$ cat src/rtl/bus_arbiter_pkg.sv
// Shared types for the IF/MEM bus arbiter: FSM state encoding, the registered
// bus command, and the default abort timeout.
package bus_arbiter_pkg;

  localparam int unsigned WAIT_MAX_DEF = 255;

  typedef enum logic [2:0] {
    ST_IDLE   = 3'd0,
    ST_D_BUSY = 3'd1,
    ST_D_DONE = 3'd2,
    ST_I_BUSY = 3'd3,
    ST_I_DONE = 3'd4,
    ST_I_DROP = 3'd5
  } state_e;

  typedef struct packed {
    logic        we;
    logic [3:0]  sel;
    logic [31:0] addr;
    logic [31:0] wdata;
  } bus_cmd_t;

  // Instruction fetches are always full-word reads.
  function automatic bus_cmd_t fetch_cmd(input logic [31:0] addr);
    bus_cmd_t c;
    c.we    = 1'b0;
    c.sel   = 4'b1111;
    c.addr  = addr;
    c.wdata = 32'h0;
    return c;
  endfunction

endpackage

$ cat src/rtl/bus_arbiter.sv
// Arbitrates one request/ack bus between instruction fetch and the MEM data port,
// stalling the pipeline until each access completes or times out.
//
//  state    | meaning
//  ---------+--------------------------------------------------------------
//  IDLE     | no access in flight; data request wins over fetch
//  D_BUSY   | data access issued, waiting for ack or timeout
//  D_DONE   | data access finished; MEM released for this cycle
//  I_BUSY   | fetch issued, waiting for ack or timeout
//  I_DONE   | fetch finished; IF released for this cycle
//  I_DROP   | fetch flushed mid-flight; waiting out the bus, data discarded
module bus_arbiter
  import bus_arbiter_pkg::*;
#(
  parameter int unsigned WAIT_MAX = WAIT_MAX_DEF
) (
  input  logic        clk,
  input  logic        rst,
  input  logic        if_ce_i,
  input  logic [31:0] if_addr_i,
  output logic [31:0] if_data_o,
  output logic        if_stallreq_o,
  input  logic        mem_ce_i,
  input  logic        mem_we_i,
  input  logic [3:0]  mem_sel_i,
  input  logic [31:0] mem_addr_i,
  input  logic [31:0] mem_data_i,
  output logic [31:0] mem_data_o,
  output logic        mem_stallreq_o,
  input  logic        flush_i,
  output logic        bus_req_o,
  output logic        bus_we_o,
  output logic [3:0]  bus_sel_o,
  output logic [31:0] bus_addr_o,
  output logic [31:0] bus_wdata_o,
  input  logic [31:0] bus_rdata_i,
  input  logic        bus_ack_i,
  output logic        bus_err_o
);

  localparam int unsigned CNT_W = $clog2(WAIT_MAX + 1);

  state_e           state_q, state_d;
  bus_cmd_t         cmd_q, cmd_d;
  logic             req_q, req_d;
  logic             err_q, err_d;
  logic [31:0]      if_data_q, if_data_d;
  logic [31:0]      mem_data_q, mem_data_d;
  logic [CNT_W-1:0] wait_cnt_q, wait_cnt_d;
  logic             timeout;

  assign timeout = (wait_cnt_q == CNT_W'(WAIT_MAX - 1));

  always_ff @(posedge clk) begin
    if (rst) begin
      state_q    <= ST_IDLE;
      cmd_q      <= '0;
      req_q      <= 1'b0;
      err_q      <= 1'b0;
      if_data_q  <= 32'h0;
      mem_data_q <= 32'h0;
      wait_cnt_q <= '0;
    end else begin
      state_q    <= state_d;
      cmd_q      <= cmd_d;
      req_q      <= req_d;
      err_q      <= err_d;
      if_data_q  <= if_data_d;
      mem_data_q <= mem_data_d;
      wait_cnt_q <= wait_cnt_d;
    end
  end

  // The counter defaults to zero, which also clears it on every BUSY/DROP entry.
  always_comb begin
    state_d    = state_q;
    cmd_d      = cmd_q;
    req_d      = req_q;
    err_d      = 1'b0;
    if_data_d  = if_data_q;
    mem_data_d = mem_data_q;
    wait_cnt_d = '0;

    unique case (state_q)
      ST_IDLE: begin
        if (mem_ce_i) begin
          cmd_d   = '{we: mem_we_i, sel: mem_sel_i, addr: mem_addr_i, wdata: mem_data_i};
          req_d   = 1'b1;
          state_d = ST_D_BUSY;
        end else if (if_ce_i && !flush_i) begin
          cmd_d   = fetch_cmd(if_addr_i);
          req_d   = 1'b1;
          state_d = ST_I_BUSY;
        end
      end

      ST_D_BUSY: begin
        if (bus_ack_i || timeout) begin
          req_d   = 1'b0;
          err_d   = !bus_ack_i;
          state_d = ST_D_DONE;
          if (!cmd_q.we) begin
            mem_data_d = bus_ack_i ? bus_rdata_i : 32'h0;
          end
        end else begin
          wait_cnt_d = wait_cnt_q + CNT_W'(1);
        end
      end

      // A flush coinciding with completion skips I_DROP: nothing is left to wait for.
      ST_I_BUSY: begin
        if (bus_ack_i || timeout) begin
          req_d = 1'b0;
          err_d = !bus_ack_i;
          if (flush_i) begin
            state_d = ST_IDLE;
          end else begin
            if_data_d = bus_ack_i ? bus_rdata_i : 32'h0;
            state_d   = ST_I_DONE;
          end
        end else if (flush_i) begin
          state_d = ST_I_DROP;
        end else begin
          wait_cnt_d = wait_cnt_q + CNT_W'(1);
        end
      end

      ST_I_DROP: begin
        if (bus_ack_i || timeout) begin
          req_d   = 1'b0;
          err_d   = !bus_ack_i;
          state_d = ST_IDLE;
        end else begin
          wait_cnt_d = wait_cnt_q + CNT_W'(1);
        end
      end

      ST_D_DONE, ST_I_DONE: begin
        state_d = ST_IDLE;
      end

      default: begin
        state_d = ST_IDLE;
        req_d   = 1'b0;
      end
    endcase
  end

  always_comb begin
    mem_stallreq_o = mem_ce_i && (state_q != ST_D_DONE);
    if_stallreq_o  = if_ce_i && (state_q != ST_I_DONE) && !flush_i;
  end

  assign bus_req_o   = req_q;
  assign bus_we_o    = cmd_q.we;
  assign bus_sel_o   = cmd_q.sel;
  assign bus_addr_o  = cmd_q.addr;
  assign bus_wdata_o = cmd_q.wdata;
  assign bus_err_o   = err_q;
  assign if_data_o   = if_data_q;
  assign mem_data_o  = mem_data_q;

endmodule

$ cat config.mk
export PLATFORM = sky130hd
export DESIGN_NAME = bus_arbiter
export DESIGN_NICKNAME = d
export VERILOG_FILES = /design/src/rtl/bus_arbiter_pkg.sv /design/src/rtl/bus_arbiter.sv
export SDC_FILE = /design/constraint.sdc
export NUM_CORES = 1
export LEC_CHECK = 0
export BUFFER_PORTS_ARGS = -buffer_cell sky130_fd_sc_hd__buf_4
export CELL_PAD_IN_SITES_DETAIL_PLACEMENT = 0
export CELL_PAD_IN_SITES_GLOBAL_PLACEMENT = 1
export CORE_MARGIN = 3
export CORE_UTILIZATION = 30
export DETAILED_ROUTE_END_ITERATION = 6
export GPL_ROUTABILITY_DRIVEN = 0
export PLACE_DENSITY = 0.8
export SLEW_MARGIN = 25
export SYNTH_ARGS = -nofsm -noshare
export SYNTH_HDL_FRONTEND = slang
export SYNTH_SLANG_ARGS = --single-unit
$ cat constraint.sdc
create_clock -name clk -period 1.4 [get_ports clk]
set_clock_uncertainty 0.1 [all_clocks]
set_input_delay 0.07 -clock clk [delete_from_list [all_inputs] [get_ports clk]]
set_output_delay 0.07 -clock clk [all_outputs]
set_load 0.02 [all_outputs]
# Word-level counts from Yosys, hierarchy flattened
# Cells that the tools add are included.
word_totals:
  register_bits: 146
  latch_bits: 0
  ramBits: 0
  romBits: 0
  in_bits: 139
  output_inout_bits: 137
  word_cells: 66
  n_memories: 0
op_classes:
  addsub: 1
  n_mul: 0
  div: 0
  n_lt_le_gt_ge: 0
  n_eq_ne: 13
  shift: 0
  mux: 19
  bitwise_logic: 5
  reduce_logical: 18
op_table:
  columns: ["op", "count"]
  rows:
  - ["$mux 69", 2]
  - ["$mux 32", 1]
  - ["$mux 8", 3]
  - ["$mux 3", 7]
  - ["$pmux 8 s2", 1]
  - ["$pmux 3 s4", 1]
  - ["$ne 3x3->1 const B", 3]
  - ["$reduce_and 3->1", 3]
  - ["$add 8x1->8 const B", 1]
  - ["$eq 8x8->1 const B", 1]
  - ["$eq 3x2->1 const B", 2]
  - ["$eq 3x3->1 const B", 2]
  - ["$reduce_or 3->1", 2]
  - ["$not 1->1", 5]
  - ["$logic_and 1x1->1", 4]
  - ["$ne 2x2->1 const B", 2]
  - ["$reduce_and 4->1", 1]
  - ["$reduce_or 2->1", 2]
  - ["$eq 3x1->1 const B", 1]
  - ["$logic_not 3->1", 1]
  - ["$mux 1", 3]
  - ["$ne 3x2->1 const B", 1]
  - ["$pmux 1 s3", 1]
  - ["$logic_not 1->1", 2]
  - ["4 further kinds", 4]

# Logic depth before layout (Yosys ltp)
# Gate-level depths: netlist of the first run.
logic_depth:
  word_depth: 5
  ltp_mapped: 7
  depth_no_buf: 6

# Least setup slack after synthesis of the first run
# OpenSTA, ideal clock, no wires.
synth_path:
  path_type: "flip-flop to flip-flop"
  from: "register state_q[2]"
  to: "register mem_data_q[10], in the netlist mem_data_o[10]"
  arrival_ns: 1.329
  slack_ns: -0.147
  stages_incl_launch_ff: 6
  path_buffers: 2
  cell_sequence: "dfxtp_1 > buf_2 > nor4b_4 > a21oi_1 > buf_2 > a32o_1"
synth_via:
  elab_chain_cells: 2
synth_rtl:
  columns: ["element", "line_no", "text"]
  rows:
  - ["from (decl)", "bus_arbiter.sv:43", "state_e state_q, state_d;"]
  - ["from (signal assigned)", "bus_arbiter.sv:64", "state_q <= state_d;"]
  - ["$eq 3x1->1", "bus_arbiter.sv:84", "unique case (state_q)"]
  - ["$reduce_and 3->1 (no source line)", null, null]
  - ["to (signal assigned)", "bus_arbiter.sv:69", "mem_data_q <= mem_data_d;"]
  - ["to (decl)", "bus_arbiter.sv:48", "logic [31:0] mem_data_q, mem_data_d;"]
# Every way passes these cells.
# A chain may end at the register's enable or synchronous reset.

# Final worst setup path of the first run
layout_path:
  from: "register state_q[1]"
  to: "register cmd_q (netlist bit bus_addr_o[12])"
layout_via:
  elab_chain_cells: 2
layout_rtl:
  columns: ["element", "line_no", "text"]
  rows:
  - ["$logic_not 3->1", "bus_arbiter.sv:84", null]
  - ["$reduce_and 2->1 (no source line)", null, null]
  - ["to (signal assigned)", "bus_arbiter.sv:65", "cmd_q <= cmd_d;"]
  - ["to (decl)", "bus_arbiter.sv:44", "bus_cmd_t cmd_q, cmd_d;"]
# Every way passes these cells.

==> flow_summary_export.csv, run 1 <==
group,metric,value,unit
power,power.total,12.3,mW
yosys,synth_top_cell_area_share,54.8,%
finish,final_nets,1087,
sta,min_period,1.54,ns
sta,slew_viol_final,0,
sta,finalSetupViolCount,135,
detailed_routing,vias_per_cell,4.95,
grt,grt_pass1_vias,6067,
grt,track_usage,19.6,%
floorplan,start_util,30.7,%
clock_network,clock_sinks,146,
floorplan,dieHeight,139,microns
grt,grt_pass1_wl,31.1,mm
worst_hold_path,hp-start,"flush_i",
floorplan,rows,48,
clock_network,clk_pin_slew,0.06,ns
sta,worst_slack,-0.137,ns
yosys,synth_top_flop_cell,"dfxtp_1",
finish,multi_input_area,2430,sq um
floorplan,core_area,17400,sq um
detailed_routing,drc_errors,0,
finish,antenna_cells,0,
worst_hold_path,min_path_type,"input port to flip-flop",
power,switchingPower,3.40,mW
placed_design,portBuffers,275,
sta,hold_viol,0,
detailed_routing,wl_per_cell,17.1,microns
clock_network,clock_latency,0.41,ns
detailed_routing,drt_iter0_markers,228,
worst_setup_path,r2r_start,"state_q[1]$_SDFFE_PP0P_",
yosys,ys_types,40,
worst_setup_path,endpoint_kind,"flip-flop",
sta,tns,-9.64,ns
yosys,synth_edf_count,0,
worst_hold_path,min_to,"state_q[1]$_SDFFE_PP0P_",
clock_network,cts_inserted_buffers,17,
yosys,seq_area_frac_synth,54.8,%
placed_design,place_inst,993,
sta,hold_ws,0.0219,ns
yosys,syn-cell-area,5330,sq um
finish,n_fill_cell,1390,
grt,grt_max_degree,65,
clock_network,cts_root_buffer,"clkbuf_16",
power,pwr_density_cell,1150,nW/um^2
worst_setup_path,start_kind,"flip-flop",
yosys,ys_seq_elements,146,
run_status,violations,"setup timing",
worst_setup_path,r2r_setup_slack,-0.14,ns
power,leakage,4.65,nW
floorplan,io-pin-count,276,
flow_run,maxCapViolations,0,
yosys,yosys_warnings,0,
placed_design,dp_hpwl,12.4,mm
grt,antenna_found_initial,0,
sta,slew_headroom,74.3,%
detailed_routing,drt_wl_total,20.2,mm
floorplan,chipWidth,139,microns
sta,rsz0062_at_grt,"true",
yosys,syn_area_per_cell,10.7,sq um
worst_setup_path,arrival,1.77,ns
power,pwr-share-clk,38.8,%
power,pwr-share-comb,23.9,%
clock_network,ctsHtreeMaxLevel,4,
run_status,outcome,"finished, violations left",
power,intPower,8.86,mW
clock_network,clockBufferDepth,2,
yosys,synth_cells,499,
worst_setup_path,crit_fanout,5,
worst_setup_path,required,1.64,ns
finish,area_growth,99.3,%
finish,drive_gt1_share,45.5,%
clock_network,cts_tree,"built",
floorplan,die_area,19400,sq um
yosys,ys_top_cells_by_area,"dfxtp_1, a32o_1, mux2i_1",
sta,max_freq,651,MHz
detailed_routing,via_count,5860,
yosys,yosysTopAreaCell,"dfxtp_1",
power,pwr-share-seq,37.3,%
detailed_routing,drt-pass1-iter-count,5,
sta,period_share,110,%
yosys,synth_nets,640,
worst_setup_path,crit_type,"flip-flop to flip-flop",
yosys,async_flop_share,0,%
worst_setup_path,reg2reg_depth,7,
placed_design,place_area,7960,sq um
worst_setup_path,reg2reg_to,"bus_addr_o[12]$_SDFFE_PP0P_",
grt,globalRouteOverflowTotal,0,
finish,seq_area,2940,sq um
finish,final_cell_count_no_fill,1184,
power,sw_frac_of_total,27.7,%
power,vdd_drop_max,0.801,mV
detailed_routing,antenna_left,0,
finish,fin_area,10600,sq um
sta,tightestPinTransition,0.385,ns
worst_hold_path,hold_depth,5,
power groups by stage:
stage | Clock (mW) | Combinational, mW | Sequential, mW
floorplan | 0 | 0.728 | 4.92
global placement | 0 | 2.03 | 4.63
detailed placement | 0 | 2.04 | 4.64
CTS | 4.86 | 2.76 | 4.56
global route | 5.08 | 3.11 | 4.59
finish | 4.76 | 2.93 | 4.57
stage by stage:
stage	util [%]	setup WS [ns]
5_1_grt	61.2	-0.237
6_report	61.2	-0.137
3_5_place_dp	45.8	-0.118
3_3_place_gp	45.8	-0.0816
2_1_floorplan	-	-0.0956
4_1_cts	60.0	-0.107
layout make-up:
type,instances,share of cell area [%]
repair buffers,476,40.8
flip-flops and latches,146,27.7
multi-input cells,301,22.9
clock buffers,17,4.00
well taps,225,2.65
clock inverters,15,1.79
inverters,4,0.141
Yosys cell counts (3+ instances only):
cell type,count
xor2_1,3
nand2_1,8
mux2i_1,33
clkbuf_1,17
inv_1,3
nor2_1,82
a211oi_1,32
buf_2,27
a22oi_1,33
o22ai_1,4
a32o_1,64
nor4b_1,3
dfxtp_1,146
o21ai_1,3
xnor2_1,3
nand3_1,5
buf_4,4
per-layer routing:
layer | vias to the layer above | global-route usage [%] | routed length (microns)
met3 | 22 | 7.29 | 1780
met1 | 2794 | 23.2 | 8200
met2 | 254 | 33.4 | 9940
met4 | 0 | 5.87 | 319
met5 | - | 0 | 0
li1 | 2790 | - | -
critical path, stage by stage (launching register included):
cell and delay (ns):
dfxtp_4 0.37, nor3_4 0.23, o21a_4 0.21, buf_12 0.12
buf_12 0.09, buf_16 0.12, nor2_1 0.06, a211oi_2 0.16
flip-flops by register name, indices dropped and copies added, names as in the netlist:
signal,flops
bus_sel_o,4
bus_addr_o,32
state_q,3
if_data_o,32
bus_we_o,1
mem_data_o,32
bus_req_o,1
bus_wdata_o,32
wait_cnt_q,8
bus_err_o,1
how the worst max path moves through the flow:
stage                              from                           to  slack (ns)  cells after the start
2_1_floorplan   state_q[0]$_SDFFE_PP0P_  bus_addr_o[22]$_SDFFE_PP0P_        -0.1                      7
3_3_place_gp   wait_cnt_q[0]$_SDFF_PP0_  mem_data_o[13]$_SDFFE_PP0P_       -0.08                      7
3_5_place_dp   wait_cnt_q[0]$_SDFF_PP0_   mem_data_o[8]$_SDFFE_PP0P_       -0.12                      7
4_1_cts         state_q[2]$_SDFFE_PP0P_               mem_stallreq_o       -0.11                      4
5_1_grt         state_q[1]$_SDFFE_PP0P_  bus_addr_o[28]$_SDFFE_PP0P_       -0.24                      6
6_report        state_q[1]$_SDFFE_PP0P_  bus_addr_o[12]$_SDFFE_PP0P_       -0.14                      7
repair_timing:
action / 4_1_cts / 5_1_grt
pin swaps: 27 / 5
gates cloned: 6 / 3
endpoints found under the setup margin: 140 / 147
hold buffers: 136 / 0
gates resized for setup: 48 / 29
buffers inserted: 12 / 2
endpoints found under the hold margin: 136 / 0
cell families after synthesis:
group                    after synthesis  share of synthesized area, %
AO/OA/AOI/OAI                        147                          23.5
XOR/XNOR                               6                         0.986
adder cells (fa/ha/maj)                2                         0.469
buffers and inverters                 52                          4.58
flip-flops                           146                          54.8
multiplexers                          33                          6.20
AND/OR/NAND/NOR                      113                          9.48
placed cells by master, fill, tap and decap left out, types with 3 or more instances in the layout:
cell type / n
nor2_2: 6
buf_12: 16
clkbuf_16: 20
dfxtp_1: 138
xnor2_1: 3
xor2_1: 3
a211oi_2: 24
nand2_1: 7
buf_4: 304
a32o_1: 64
nor2_1: 73
dlygate4sd3_1: 136
buf_16: 6
nor2_4: 4
mux2i_1: 33
a211oi_1: 8
nand3_1: 4
a22oi_2: 3
bufinv_16: 3
a22oi_1: 30
inv_6: 8
dfxtp_4: 3
dfxtp_2: 5
buf_6: 9
Power figures use the tool's default switching activity.
==> run 2, diff against run 1 <==
--- a/config.mk
+++ b/config.mk
@@ -8,6 +8,7 @@
 export BUFFER_PORTS_ARGS = -buffer_cell sky130_fd_sc_hd__buf_4
 export CELL_PAD_IN_SITES_DETAIL_PLACEMENT = 0
 export CELL_PAD_IN_SITES_GLOBAL_PLACEMENT = 1
+export CORE_ASPECT_RATIO = 1.75
 export CORE_MARGIN = 3
 export CORE_UTILIZATION = 30
 export DETAILED_ROUTE_END_ITERATION = 6
==> constraint.sdc (replaced) <==
create_clock -name clk -period 1.3 [get_ports clk]
set_clock_uncertainty 0.1 [all_clocks]
set_input_delay 0.065 -clock clk [delete_from_list [all_inputs] [get_ports clk]]
set_output_delay 0.065 -clock clk [all_outputs]
set_load 0.02 [all_outputs]
==> run 2 against run 1 <==
- the run still ends with setup timing left
- register-to-register slack got worse by 0.10 ns
- critical path depth fell by 1
- combinational power grew 10%
- sequential cell count unchanged
- routed wire length grew 7.8%
- count of clock-buffer cells in the layout is 2 higher
- clock power shrank 2%
- die area rose by 0.32%
- sequential share of layout area is 0.47 points lower
- worst setup slack got worse by 0.10 ns
- highest routed layer unchanged
==> flow_summary_export.csv, run 2 (synthesis gave the netlist of run 1 again) <==
group,metric,value,unit
clock_network,ctsHtreeMaxLevel,4,
detailed_routing,drt_iter0_markers,218,
run_status,outcome,"finished, violations left",
sta,slew_viol_final,0,
floorplan,rows,63,
detailed_routing,via_count,5990,
detailed_routing,antenna_left,0,
grt,globalRouteOverflowTotal,0,
clock_network,cts_inserted_buffers,17,
sta,period_share,118,%
sta,slew_headroom,73.6,%
floorplan,core_area,17200,sq um
floorplan,start_util,31.0,%
power,leakage,4.63,nW
run_status,violations,"setup timing",
sta,finalSetupViolCount,148,
worst_setup_path,required,1.50,ns
flow_run,maxCapViolations,0,
worst_hold_path,min_path_type,"input port to flip-flop",
floorplan,die_area,19500,sq um
grt,grt_max_degree,62,
worst_setup_path,start_kind,"flip-flop",
finish,multi_input_area,2720,sq um
finish,mostFrequentLayoutCell,"buf_4",
sta,hold_ws,0.0415,ns
floorplan,dieHeight,182,microns
placed_design,dp_slack,-0.420,ns
sta,max_freq,650,MHz
sta,min_period,1.54,ns
worst_setup_path,crit_type,"flip-flop to flip-flop",
finish,final_nets,1083,
grt,grt_pass1_wl,33.0,mm
clock_network,cts_root_buffer,"clkbuf_16",
worst_setup_path,arrival,1.74,ns
grt,track_usage,21.2,%
sta,tightestPinTransition,0.384,ns
detailed_routing,drt_wl_total,21.8,mm
sta,worst_slack,-0.238,ns
worst_setup_path,endpoint_kind,"flip-flop",
clock_network,clock_latency,0.41,ns
clock_network,clockBufferDepth,2,
power,power.total,12.9,mW
sta,hold_viol,0,
worst_setup_path,r2r_setup_slack,-0.24,ns
finish,drive_gt1_share,50.4,%
power,vdd_drop_max,0.797,mV
detailed_routing,vias_per_cell,5.07,
finish,antenna_cells,0,
finish,final_cell_mix,"buf_4, dfxtp_1, dlygate4sd3_1, a32o_1, nor2_1",
finish,area_growth,103,%
finish,seq_area,2940,sq um
worst_setup_path,crit_fanout,5,
finish,n_fill_cell,1283,
floorplan,chipWidth,107,microns
grt,antenna_found_initial,0,
grt,grt_pass1_vias,6417,
clock_network,clk_pin_slew,0.07,ns
clock_network,cts_tree,"built",
detailed_routing,wl_per_cell,18.5,microns
detailed_routing,drt-pass1-iter-count,6,
sta,rsz0062_at_grt,"true",
detailed_routing,drc_errors,0,
power,pwr_density_cell,1190,nW/um^2
clock_network,clock_sinks,146,
floorplan,io-pin-count,276,
placed_design,dp_hpwl,12.8,mm
placed_design,portBuffers,275,
[run 2: changes by cell type in the layout (fill, tap and decap cells not counted), moves of 3 or more]
| cell | delta |
|---|---|
| bufinv_16 | -3 |
| nor2_4 | +9 |
| nor2_1 | -14 |
| nor2_2 | +5 |
| a22oi_1 | -30 |
| clkinvlp_4 | +3 |
| a211oi_2 | -4 |
| a22oi_2 | +30 |
| buf_4 | -7 |
| a211oi_1 | +4 |
| inv_6 | -3 |
| buf_6 | +5 |
[run 2: worst max-delay path, stage by stage (launching register included)]
cell and delay, ns:
dfxtp_4 0.37, nor3_4 0.25, o21a_4 0.19, buf_12 0.14, buf_16 0.12, nor2_1 0.05, a211oi_1 0.22
[run 2: metal layers]
metal	GRT usage, %	part of all wire [%]
met5	0	0
met2	38.8	53
met1	23.1	37
met3	6.34	7.3
met4	6.61	2.5
[run 2: area by class of cell]
class / instances / share of cell area [%]
well taps: 227 / 2.62
inverters: 4 / 0.139
flip-flops and latches: 146 / 27.2
clock inverters: 13 / 1.11
clock buffers: 19 / 4.09
multi-input cells: 301 / 25.1
repair buffers: 472 / 39.7
[run 2: metrics by stage]
stage / cell area (sq um) / instances / utilization [%] / TNS, ns
finish: 10800 / 1182 / 63.0 / -24.95
global route: 10800 / 1182 / 63.0 / -35.52
CTS: 10600 / 1179 / 61.6 / -25.09
detailed placement: 7970 / 992 / 46.4 / -27.60
global placement: 7970 / 992 / 46.4 / -23.17
floorplan: 5420 / 499 / - / -19.40
[run 2: path summary, 6_finish.rpt]
path / start / endpoint / cells past startpoint
max: state_q[2]$_SDFFE_PP0P_ / bus_addr_o[14]$_SDFFE_PP0P_ / 6
min: mem_ce_i / bus_sel_o[2]$_SDFFE_PP0P_ / 4
max reg2reg: state_q[2]$_SDFFE_PP0P_ / bus_addr_o[14]$_SDFFE_PP0P_ / 6
min reg2reg: mem_data_o[27]$_SDFFE_PP0P_ / mem_data_o[27]$_SDFFE_PP0P_ / 1
[run 2: timing repair]
item                                   CTS  global route
endpoints found under the hold margin  144             0
setup buffers                           11             5
gates cloned                             8             4
pin swaps                               31            29
hold buffers                           136             0
setup endpoints to repair              148           149
gates resized for setup                 91            56
[run 2: report_power, final]
part / internal [mW] / total [mW] / switching [mW] / leakage (nW)
sequential: 4.74 / 4.96 / 0.219 / 1.20
combinational: 1.71 / 3.23 / 1.52 / 3.17
clock: 2.56 / 4.66 / 2.09 / 0.266
==> run 3, diff against run 2 <==
==> constraint.sdc (replaced) <==
create_clock -name clk -period 1.3 [get_ports clk]
set_clock_uncertainty 0.1 [all_clocks]
set_input_delay 0.26 -clock clk [delete_from_list [all_inputs] [get_ports clk]]
set_output_delay 0.26 -clock clk [all_outputs]
set_load 0.02 [all_outputs]
==> run 3 against run 2 <==
- the flow still finishes with violations (setup timing)
- utilization down 1.1 points
- sequential cell count unchanged
- total power up 5.3%
- sequential power about the same
- final cell count down 4.4%
- critical path type is now flip-flop to output pin
- critical endpoint is now if_stallreq_o
- highest routed layer unchanged
==> flow_summary_export.csv, run 3 (synthesis gave the netlist of run 1 again) <==
group,metric,value,unit
clock_network,cts_root_buffer,"clkbuf_16",
placed_design,portBuffers,275,
worst_setup_path,r2r_start,"state_q[2]$_SDFFE_PP0P_",
finish,area_growth,99.6,%
grt,grt_max_degree,46,
detailed_routing,via_count,5703,
sta,hold_ws,0.0167,ns
sta,rsz0062_at_grt,"true",
worst_setup_path,required,0.94,ns
sta,tightestPinTransition,0.665,ns
power,pwr_density_cell,1270,nW/um^2
sta,min_period,1.58,ns
detailed_routing,drc_errors,0,
placed_design,place_inst,997,
power,pwr-share-comb,25.3,%
detailed_routing,vias_per_cell,5.05,
placed_design,place_area,7990,sq um
finish,drive_gt1_share,63.3,%
worst_hold_path,min_path_type,"input port to flip-flop",
power,vdd_drop_max,0.784,mV
sta,worst_slack,-0.282,ns
clock_network,cts_tree,"built",
power,intPower,9.83,mW
clock_network,cts_inserted_buffers,17,
clock_network,ctsHtreeMaxLevel,4,
power,power.total,13.5,mW
sta,slew_headroom,55.7,%
detailed_routing,antenna_left,0,
clock_network,clock_sinks,146,
floorplan,dieHeight,182,microns
floorplan,die_area,19500,sq um
sta,slew_viol_final,0,
power,pwr-share-seq,36.8,%
detailed_routing,drt_iter0_markers,220,
sta,max_freq,632,MHz
grt,track_usage,20.9,%
clock_network,clockBufferDepth,2,
floorplan,chipWidth,107,microns
floorplan,io-pin-count,276,
sta,finalSetupViolCount,149,
worst_hold_path,hp-start,"mem_data_i[11]",
finish,fin_area,10600,sq um
power,pwr-share-clk,38.0,%
floorplan,core_area,17200,sq um
power,switchingPower,3.70,mW
run_status,violations,"setup timing",
flow_run,maxCapViolations,0,
finish,mostFrequentLayoutCell,"buf_4",
finish,final_util,61.9,%
detailed_routing,wl_per_cell,18.5,microns
finish,final_cell_mix,"buf_4, dfxtp_1, nor2_1, dfxtp_2, a32o_1",
detailed_routing,drt_wl_total,21.0,mm
finish,antenna_cells,0,
detailed_routing,drt-pass1-iter-count,5,
grt,antenna_found_initial,0,
worst_setup_path,endpoint_kind,"output pin",
run_status,outcome,"finished, violations left",
floorplan,rows,63,
worst_setup_path,arrival,1.22,ns
clock_network,clk_pin_slew,0.06,ns
floorplan,start_util,31.0,%
worst_setup_path,crit_type,"flip-flop to output pin",
clock_network,clock_latency,0.40,ns
placed_design,dp_hpwl,12.9,mm
worst_setup_path,crit_fanout,5,
grt,grt_pass1_wl,32.2,mm
grt,grt_pass1_vias,6138,
power,leakage,4.57,nW
finish,final_cell_count_no_fill,1130,
grt,globalRouteOverflowTotal,0,
worst_setup_path,start_kind,"flip-flop",
finish,final_nets,1033,
power,sw_frac_of_total,27.4,%
sta,period_share,122,%
worst_setup_path,crit_start,"state_q[0]$_SDFFE_PP0P_",
sta,hold_viol,0,
[run 3: cell count changes in the layout (fill, tap and decap cells not counted), moves of 3 or more]
cell,before,now
bufinv_16,0,4
buf_16,5,12
a211oi_1,12,0
nor2_4,13,5
dlygate4sd3_1,135,59
dfxtp_1,137,75
buf_6,14,29
buf_12,16,19
nor2_1,59,67
a211oi_2,20,31
dfxtp_2,5,66
inv_6,5,1
[run 3: worst max-delay path, stage by stage, from the launching register on]
cell	delay [ns]
dfxtp_4	0.37
buf_6	0.13
nor2_4	0.04
a21oi_2	0.14
buf_6	0.14
[run 3: cell type report]
class | instances | area, sq um
fill | 1329 | 6550
timing repair buffer | 422 | 3950
sequential | 146 | 3020
multi-input combinational | 301 | 2750
clock buffer | 18 | 429
tap | 227 | 284
clock inverter | 12 | 184
inverter | 4 | 15.0
[run 3: final timing paths]
kind	end	cells past startpoint	slack, ns
hold reg to reg	mem_data_o[5]$_SDFFE_PP0P_	1	0.36
setup reg to reg	bus_wdata_o[13]$_SDFFE_PP0P_	7	-0.27
setup / recovery	if_stallreq_o	4	-0.28
hold / removal	bus_wdata_o[11]$_SDFFE_PP0P_	3	0.02
[run 3: per-stage QoR]
stage / setup TNS [ns] / setup slack, ns
2_1_floorplan: -19.59 / -0.196
3_3_place_gp: -21.47 / -0.221
3_5_place_dp: -29.41 / -0.344
4_1_cts: -31.08 / -0.284
5_1_grt: -42.25 / -0.352
6_report: -30.63 / -0.282
[run 3: per-layer routing]
metal	track usage, %	wire [microns]
met1	22.0	7500
met2	39.1	11400
met3	6.12	1660
met4	6.81	395
met5	0	0
[run 3: power by group through the flow]
stage | Clock (mW) | Combinational, mW | Sequential (mW)
global placement | 0 | 2.12 | 4.99
CTS | 5.26 | 3.34 | 4.93
global route | 5.48 | 3.62 | 5.00
detailed placement | 0 | 2.18 | 5.00
floorplan | 0 | 0.786 | 5.30
finish | 5.14 | 3.42 | 4.97
[run 3: repair_timing]
action                                  4_1_cts  5_1_grt
pin swaps                                    38       30
setup buffers                                23       14
endpoints found under the setup margin      152      210
endpoints found under the hold margin        79        0
gates resized for setup                     137      108
hold buffers                                 59        0
cloned                                       16        2
